**src/rtl/seg_pkg.sv**
```systemverilog
// Shared constants for the multiplexed 7-segment scanner.
package seg_pkg;

  localparam int unsigned DIGITS  = 6;
  localparam logic [5:0]  SEL_OFF = 6'h3F;
  localparam logic [7:0]  SEG_OFF = 8'hFF;

  // Active-low {g,f,e,d,c,b,a} patterns for hex digits 0..F.
  localparam logic [6:0] HEX_SEG [16] = '{
    7'h40, 7'h79, 7'h24, 7'h30, 7'h19, 7'h12, 7'h02, 7'h78,
    7'h00, 7'h10, 7'h08, 7'h03, 7'h46, 7'h21, 7'h06, 7'h0E
  };

  // Leading-zero blank mask: digit i blanks while it and every digit above it are zero.
  // Index 0 always stays visible.
  function automatic logic [5:0] lz_mask(input logic [23:0] data, input logic lz_en);
    logic [5:0] m;
    logic       blanking;
    m        = '0;
    blanking = lz_en;
    for (int i = 5; i >= 1; i--) begin
      blanking = blanking && (data[i*4 +: 4] == 4'h0);
      m[i]     = blanking;
    end
    return m;
  endfunction

endpackage

```
**src/rtl/seg_scan_hex2seg.sv**
```systemverilog
// Combinational hex nibble to active-low 7-segment decoder.
module hex2seg
  import seg_pkg::*;
(
  input  logic [3:0] nib,
  output logic [6:0] seg7
);

  // Table lookup; dp is handled by the caller.
  always_comb begin
    seg7 = HEX_SEG[nib];
  end

endmodule

```
**src/rtl/seg_scan.sv**
```systemverilog
// Six-digit multiplexed 7-segment driver with per-frame input latching,
// inter-digit blanking, leading-zero suppression and decimal points.
module seg_scan
  import seg_pkg::*;
#(
  parameter int unsigned SCAN_DIV  = 50000,
  parameter int unsigned BLANK_CYC = 16
) (
  input  logic        clk_1,
  input  logic        rst_n,
  input  logic [23:0] data_in,
  input  logic [5:0]  dp_in,
  input  logic        lz_en,
  output logic [5:0]  sel,
  output logic [7:0]  seg,
  output logic        frame_done
);

  // 20 bits covers the largest legal SCAN_DIV of 2^20.
  logic [19:0] cnt_q, cnt_d;
  logic [2:0]  idx_q, idx_d;
  logic [23:0] data_q, data_d;
  logic [5:0]  dp_q, dp_d;
  logic [5:0]  mask_q, mask_d;
  logic [5:0]  sel_q, sel_d;
  logic [7:0]  seg_q, seg_d;
  logic        fd_q, fd_d;

  logic        tick;
  logic        frame_wrap;
  logic [3:0]  nib;
  logic [6:0]  dec;

  assign tick       = (cnt_q == 20'(SCAN_DIV - 1));
  assign frame_wrap = tick && (idx_q == 3'(DIGITS - 1));
  assign nib        = data_q[{idx_q, 2'b00} +: 4];

  hex2seg u_hex2seg (
    .nib  (nib),
    .seg7 (dec)
  );

  // Prescaler, digit index and once-per-frame shadow load.
  always_comb begin
    cnt_d  = tick ? '0 : cnt_q + 20'd1;
    idx_d  = idx_q;
    data_d = data_q;
    dp_d   = dp_q;
    mask_d = mask_q;
    if (tick) begin
      idx_d = (idx_q == 3'(DIGITS - 1)) ? 3'd0 : idx_q + 3'd1;
    end
    if (frame_wrap) begin
      data_d = data_in;
      dp_d   = dp_in;
      mask_d = lz_mask(data_in, lz_en);
    end
  end

  // Output values derived from the current slot; registered one cycle later.
  always_comb begin
    fd_d  = frame_wrap;
    sel_d = (cnt_q < 20'(BLANK_CYC)) ? SEL_OFF : ~(6'b000001 << idx_q);
    seg_d = mask_q[idx_q] ? SEG_OFF : {~dp_q[idx_q], dec};
  end

  // State and output registers; reset parks one tick before a frame start.
  always_ff @(posedge clk_1 or negedge rst_n) begin
    if (!rst_n) begin
      cnt_q  <= 20'(SCAN_DIV - 1);
      idx_q  <= 3'(DIGITS - 1);
      data_q <= '0;
      dp_q   <= '0;
      mask_q <= '0;
      sel_q  <= SEL_OFF;
      seg_q  <= SEG_OFF;
      fd_q   <= 1'b0;
    end else begin
      cnt_q  <= cnt_d;
      idx_q  <= idx_d;
      data_q <= data_d;
      dp_q   <= dp_d;
      mask_q <= mask_d;
      sel_q  <= sel_d;
      seg_q  <= seg_d;
      fd_q   <= fd_d;
    end
  end

  assign sel        = sel_q;
  assign seg        = seg_q;
  assign frame_done = fd_q;

endmodule

```
**config.mk**
```make
export PLATFORM = sky130hd
export DESIGN_NAME = seg_scan
export DESIGN_NICKNAME = d
export VERILOG_FILES = /design/src/rtl/seg_pkg.sv /design/src/rtl/seg_scan_hex2seg.sv /design/src/rtl/seg_scan.sv
export SDC_FILE = /design/constraint.sdc
export NUM_CORES = 1
export LEC_CHECK = 0
export ABC_CLOCK_PERIOD_IN_PS = 2200
export CAP_MARGIN = 20
export CORE_ASPECT_RATIO = 0.5
export CORE_UTILIZATION = 50
export DETAILED_ROUTE_END_ITERATION = 8
export PLACE_DENSITY = 0.79
export SETUP_SLACK_MARGIN = 0.02
export SLEW_MARGIN = 20
export SYNTH_ARGS = -nofsm -noshare
export SYNTH_HDL_FRONTEND = slang
export SYNTH_SLANG_ARGS = --single-unit
```
**constraint.sdc**
```tcl
create_clock -name clk_1 -period 2.2 [get_ports clk_1]
set_input_delay 0.22 -clock clk_1 [delete_from_list [all_inputs] [get_ports clk_1]]
set_output_delay 0.22 -clock clk_1 [all_outputs]
set_load 0.01 [all_outputs]
```
After elaboration in Yosys (flattened, before gate mapping)
Memory sizes are Yosys's and may differ from the RTL's.
Cells that the tools add are included.
Widths: inputs -> output; s select.
{"block": "totals", "ff_bits": 73, "rom_bits": 112, "inputBits": 33, "word_cells": 42, "n_memories": 1}
{"block": "classes", "n_addsub": 2, "magnitude_cmp": 3, "eq_ne": 2, "n_shift": 2, "mux": 10, "bitwise": 3, "reduce_logical": 11}
{"name": "(no name shown)", "depth": 16, "width": 7, "rd": 1, "rd_clocked_by_memory_dff": 0, "wr": 0, "line_no": "seg_scan_hex2seg.sv:11", "rtl": "seg7 = HEX_SEG[nib];"}
{"operator": "$shiftx 24x6->4", "n": 1}
{"operator": "$add 20x1->20 const B", "n": 1}
{"operator": "$eq 20x16->1 const B", "n": 1}
{"operator": "$logic_not 4->1", "n": 5}
{"operator": "$lt 20x5->1 const B", "n": 1}
{"operator": "$mux 20", "n": 1}
{"operator": "$mux 7", "n": 2}
{"operator": "$mux 8", "n": 1}
{"operator": "$bmux 1 s3", "n": 2}
{"operator": "$logic_and 1x1->1", "n": 6}
{"operator": "$mux 6", "n": 1}
{"operator": "$not 6->6", "n": 1}
{"operator": "$shl 1x3->6 const A", "n": 1}
{"operator": "$ge 5x5->1 const B", "n": 1}
{"operator": "$not 4->5", "n": 1}
{"operator": "$lt 3x4->1 const B", "n": 1}
{"operator": "$add 3x1->3 const B", "n": 1}
{"operator": "$eq 3x3->1 const B", "n": 1}
{"operator": "$mux 3", "n": 1}
{"operator": "$mux 1", "n": 2}
{"operator": "$not 1->1", "n": 1}

Longest topological paths before layout
{"block": "logic_depth", "word_depth": 6, "mapped_depth": 10, "ltp_nobuf": 8}

Hierarchy
A second synthesis with hierarchy kept.
{"block": "hier_totals", "cells_unflattened": 285, "hier_area_um2": 3514.6}
{"module": "seg_scan", "n_inst": 1, "cells_per_inst": 253, "area_each_um2": 3239.4, "seq_area_each_um2": 1858.0}
{"module": "hex2seg", "n_inst": 1, "cells_per_inst": 32, "area_each_um2": 275.3, "seq_area_each_um2": 0.0}

Least setup slack after synthesis
No wires, ideal clock.
{"block": "synth_path", "path_kind": "reg2reg", "from": "register idx_q[0]", "to": "register seg_q[3] (netlist: seg[3])", "setup_ns": 0.099, "arrival_ns": 2.122, "path_slack_ns": -0.022, "path_stages_with_launch": 9, "n_path_buf": 2, "synth_period_minus_slack_ns": 2.222, "path_cell_list": "dfstp_2 buf_6 buf_2 nor3_1 nor3_1 inv_1 ha_1 a2111oi_0 a31oi_1"}
{"block": "synth_via", "elab_chain_len": 6, "word_cells_on_any_way": 8}
{"item": "start: declaration", "line_no": "seg_scan.sv:21", "rtl": "logic [2:0] idx_q, idx_d;"}
{"item": "start signal: assignment", "line_no": "seg_scan.sv:71", "rtl": "idx_q <= 3'(DIGITS - 1);"}
{"item": "start signal: assignment", "line_no": "seg_scan.sv:80", "rtl": "idx_q <= idx_d;"}
{"item": "$shiftx 24x6->4", "line_no": "seg_scan.sv:36", "rtl": "assign nib = data_q[{idx_q, 2'b00} +: 4];"}
{"item": "$not 4->5 (not written as such)", "line_no": "seg_scan_hex2seg.sv:11"}
{"item": "$mem_v2 16x7"}
{"item": "$mux 7 (not written as such) (2 in a row)", "line_no": "seg_scan_hex2seg.sv:11"}
{"item": "$mux 8 *", "line_no": "seg_scan.sv:64", "rtl": "seg_d = mask_q[idx_q] ? SEG_OFF : {~dp_q[idx_q], dec};"}
{"item": "named net seg_d[3]", "line_no": "seg_scan.sv:26", "rtl": "logic [7:0] seg_q, seg_d;"}
{"item": "end signal: assignment", "line_no": "seg_scan.sv:85", "rtl": "seg_q <= seg_d;"}
{"item": "end: declaration", "line_no": "seg_scan.sv:26"}
Mark *: on every way through the listed nets, which the timed path passes. The rest lies on a longest branch. The select of a mux whose other input is x is not followed.
A chain may end at the register's enable or synchronous reset.

Worst setup path in the final report
{"block": "layout_path", "from": "register cnt_q[0]", "to": "register data_q[19]"}
{"block": "layout_via", "elab_chain_len": 2}
{"item": "start: declaration", "line_no": "seg_scan.sv:20", "rtl": "logic [19:0] cnt_q, cnt_d;"}
{"item": "start signal: assignment", "line_no": "seg_scan.sv:70", "rtl": "cnt_q <= 20'(SCAN_DIV - 1);"}
{"item": "start signal: assignment", "line_no": "seg_scan.sv:79", "rtl": "cnt_q <= cnt_d;"}
{"item": "$eq 20x16->1", "line_no": "seg_scan.sv:34", "rtl": "assign tick = (cnt_q == 20'(SCAN_DIV - 1));"}
{"item": "$logic_and 1x1->1", "line_no": "seg_scan.sv:35", "rtl": "assign frame_wrap = tick && (idx_q == 3'(DIGITS - 1));"}
{"item": "end signal: assignment", "line_no": "seg_scan.sv:81", "rtl": "data_q <= data_d;"}
{"item": "end: declaration", "line_no": "seg_scan.sv:22", "rtl": "logic [23:0] data_q, data_d;"}
No other way between the ends.

==> qor.csv <==
stage,metric,value,unit
run_status,status,finished clean,
logic_synthesis,synth.area.top_cells,"dfrtp_1, dfstp_2, mux2_4",
run,maxCapViolCount,0,
detailed_routing,firstDrtPassIters,5,
min_path,hold_path.class,primary input to asynchronous set/reset pin,
floorplan,fp.dieArea,0.00757,sq mm
clock_network,htree_levels,3,
floorplan,boundaryPins,48,
logic_synthesis,postSynthAreaPerCell,12.1,sq um
logic_synthesis,synth_seq_cells,73,
global_route,grt_pass1_vias,2451,
worst_setup_path,critPathMaxFanout,9,
global_route,grt_first_pass_wirelength,11600,um
clock_network,clk-insertion-delay-late,0.34,ns
place,port_buffers,47,
worst_setup_path,cp.arrival,2.35,ns
logic_synthesis,postSynthNetCount,338,
pwr,p_sw,0.564,mW
timing,fin_skew,0.00992,ns
logic_synthesis,yosysUniqueCellTypes,52,
worst_setup_path,rr_worst_depth,8,
worst_setup_path,cp.required,2.42,ns
detailed_routing,antenna_left,0,
floorplan,die_width,122,um
timing,max_slew.worst_pin.slew,0.630,ns
timing,fin_crit,2.13,ns
clock_network,cts_tree,yes,
floorplan,start_util,0.528,
timing,rsz0062_at_grt,false,
timing,hold_violations,0,
pwr,powerDensity,596,mW/mm^2
floorplan,coreArea,0.00683,sq mm
layout,layout.nets,410,
layout,final_layout_size_suffix_gt1_frac,0.286,
worst_setup_path,startpoint_type,register,
detailed_routing,avgRoutedWirePerCell,16.9,um
pwr,p_leak,1.99,nW
clock_network,cts_buffers,9,
worst_setup_path,r2r_slack,0.07,ns
timing,setup_viol,0,
detailed_routing,drcViolationCount,0,
pwr,pwr-share-seq,0.482,
timing,finalCritPeriodShare,0.969,
worst_setup_path,critPathCaptureType,register,
worst_setup_path,worstReg2RegEnd,data_q[19],
global_route,antenna_found_initial,0,
clock_network,clk_pin_slew_worst_paths,0.06,ns
logic_synthesis,synthesis.area,0.00360,sq mm
layout,area_growth,30.1,%
global_route,track_usage,0.211,
logic_synthesis,synth_top_area_cell,dfrtp_1,
place,place_congestion,0.839,
clock_network,clock_sinks,73,
pwr,clkPwrFrac,0.483,
detailed_routing,wirelength,7850,um
worst_setup_path,cp-startpoint,cnt_q[0],
worst_setup_path,crit_type,register to register,
detailed_routing,via_per_inst,5.48,
logic_synthesis,synth_cells,297,
place,dp.cells,443,
floorplan,fp-row-count,21,
detailed_routing,num_vias,2553,
layout,most-common-layout-cells,"dfrtp_1, clkdlybuf4s50_1, dfstp_2, nor2_1, nand2_1",
clock_network,max-clock-path-buffers,2,
logic_synthesis,synth_edf_count,0,
timing,slew_viol_final,0,
logic_synthesis,async_flop_share,1.00,
logic_synthesis,yosysWarnings,0,
timing,fin_ws,0.0692,ns
global_route,grt_overflow,0,
pwr,p_int,2.23,mW
worst_setup_path,r2r_start,cnt_q[0],
timing,max_freq,469,MHz
detailed_routing,drt-initial-drc-count,163,
place,hpwlAfterDp,5170,um
timing,final.setup.tns,0,ns
logic_synthesis,dominantRegCellSynth,dfrtp_1,
pwr,switching_share,0.202,
layout,fin_cells,466,
timing,relSlewSlack,0.580,
floorplan,die_h,62.0,um
pwr,max-vdd-ir-drop,0.350,mV
logic_synthesis,ys_seq_area_frac,0.515,
place,place_ws,0.0561,ns
layout,antennaDiodeCount,0,
layout,final_common_cell,dfrtp_1,
clock_network,root_buffer,clkbuf_16,
global_route,grt_max_degree,31,
pwr,share_comb_of_total_power,0.035,
logic_synthesis,yosysTopAreaCellShare,0.333,
[timing repair]
item	4_1_cts	5_1_grt
hold buffers	1	0
setup buffers	0	3
endpoints found under the setup margin	0	28
endpoints found under the hold margin	13	0
resized for setup	0	17
[per-layer routing]
layer,vias up,GRT usage,wire (um)
met4,0,0.0836,153
met5,-,0,0
met3,15,0.0739,381
met2,64,0.358,3900
met1,1286,0.254,3420
li1,1188,-,-
[cell usage after synthesis, types with 2 or more instances]
| library cell | instances |
|---|---|
| and3_1 | 2 |
| dfrtp_1 | 48 |
| ha_1 | 8 |
| o31ai_1 | 2 |
| buf_12 | 2 |
| or4_1 | 2 |
| mux2i_1 | 18 |
| mux2_4 | 20 |
| nand4_1 | 4 |
| nand2_1 | 21 |
| nand3_1 | 10 |
| mux2_1 | 6 |
| nand2b_1 | 4 |
| nor2_1 | 23 |
| or2_2 | 2 |
| a21o_1 | 2 |
| a31oi_1 | 3 |
| xnor2_1 | 10 |
| a21oi_1 | 3 |
| dfstp_2 | 25 |
| nor3_1 | 9 |
| o21ai_0 | 12 |
| o221ai_1 | 2 |
| buf_2 | 4 |
| inv_1 | 6 |
| mux2_2 | 6 |
| nor2b_1 | 2 |
| nor4_1 | 8 |
| xor2_1 | 9 |
| buf_6 | 2 |
[flip-flops by register name, summed over array words and instances (netlist names)]
signal / count
cnt_q: 20
data_q: 24
dp_q: 6
frame_done: 1
idx_q: 3
mask_q: 5
seg: 8
sel: 6
[how the worst max path moves through the flow]
stage	slack [ns]	endpoint
finish	0.07	data_q[19]
global route	0.001	seg[0]
CTS	0.05	dp_q[3]
detailed placement	0.06	dp_q[3]
global placement	0.11	dp_q[3]
floorplan	0.02	seg[3]
[cell type report]
class                           instances  area [sq um]
Sequential cell                        73          1860
Multi-Input combinational cell        206          1660
Tap cell                               92           115
Timing Repair Buffer                   72           744
Fill cell                             485          2140
Inverter                                7          38.8
Clock buffer                           16           272
[power by group through the flow]
| stage | Clock (mW) | Sequential, mW | Combinational [mW] |
|---|---|---|---|
| floorplan | 0 | 1.37 | 0.00310 |
| global placement | 0 | 1.37 | 0.0943 |
| detailed placement | 0 | 1.37 | 0.0970 |
| CTS | 1.36 | 1.35 | 0.0985 |
| global route | 1.42 | 1.35 | 0.107 |
| finish | 1.35 | 1.35 | 0.0974 |
[cells by family (layout without fill, tap and decap cells)]
logic type | count (synthesis) | after routing | share of synthesized area
AND/OR/NAND/NOR | 99 | 99 | 0.144
buffers and inverters | 18 | 95 | 0.0392
flip-flops | 73 | 73 | 0.515
AO/OA/AOI/OAI | 29 | 29 | 0.0503
multiplexers | 51 | 51 | 0.177
XOR/XNOR | 19 | 19 | 0.0462
adder cells (fa/ha/maj) | 8 | 8 | 0.0278
[critical path, stage by stage, from the launching register on]
cell       delay [ns]
dfstp_2          0.57
ha_4             0.16
nand3_4          0.08
or3_4            0.40
nor2_4           0.14
nand2_4          0.09
clkinv_8         0.10
clkbuf_16        0.16
mux2_4           0.30
[stage by stage]
| step | hold WS (ns) | power [mW] | cell area, sq um | utilization |
|---|---|---|---|---|
| after global placement | 0.266 | 1.46 | 4240 | 0.621 |
| after detailed placement | 0.277 | 1.46 | 4240 | 0.621 |
| final | 0.446 | 2.79 | 4690 | 0.686 |
| after global routing | 0.490 | 2.87 | 4690 | 0.686 |
| after floorplan | -0.0756 | 1.37 | 3610 | - |
| after CTS | 0.452 | 2.81 | 4520 | 0.662 |
Power figures use the tool's default switching activity.
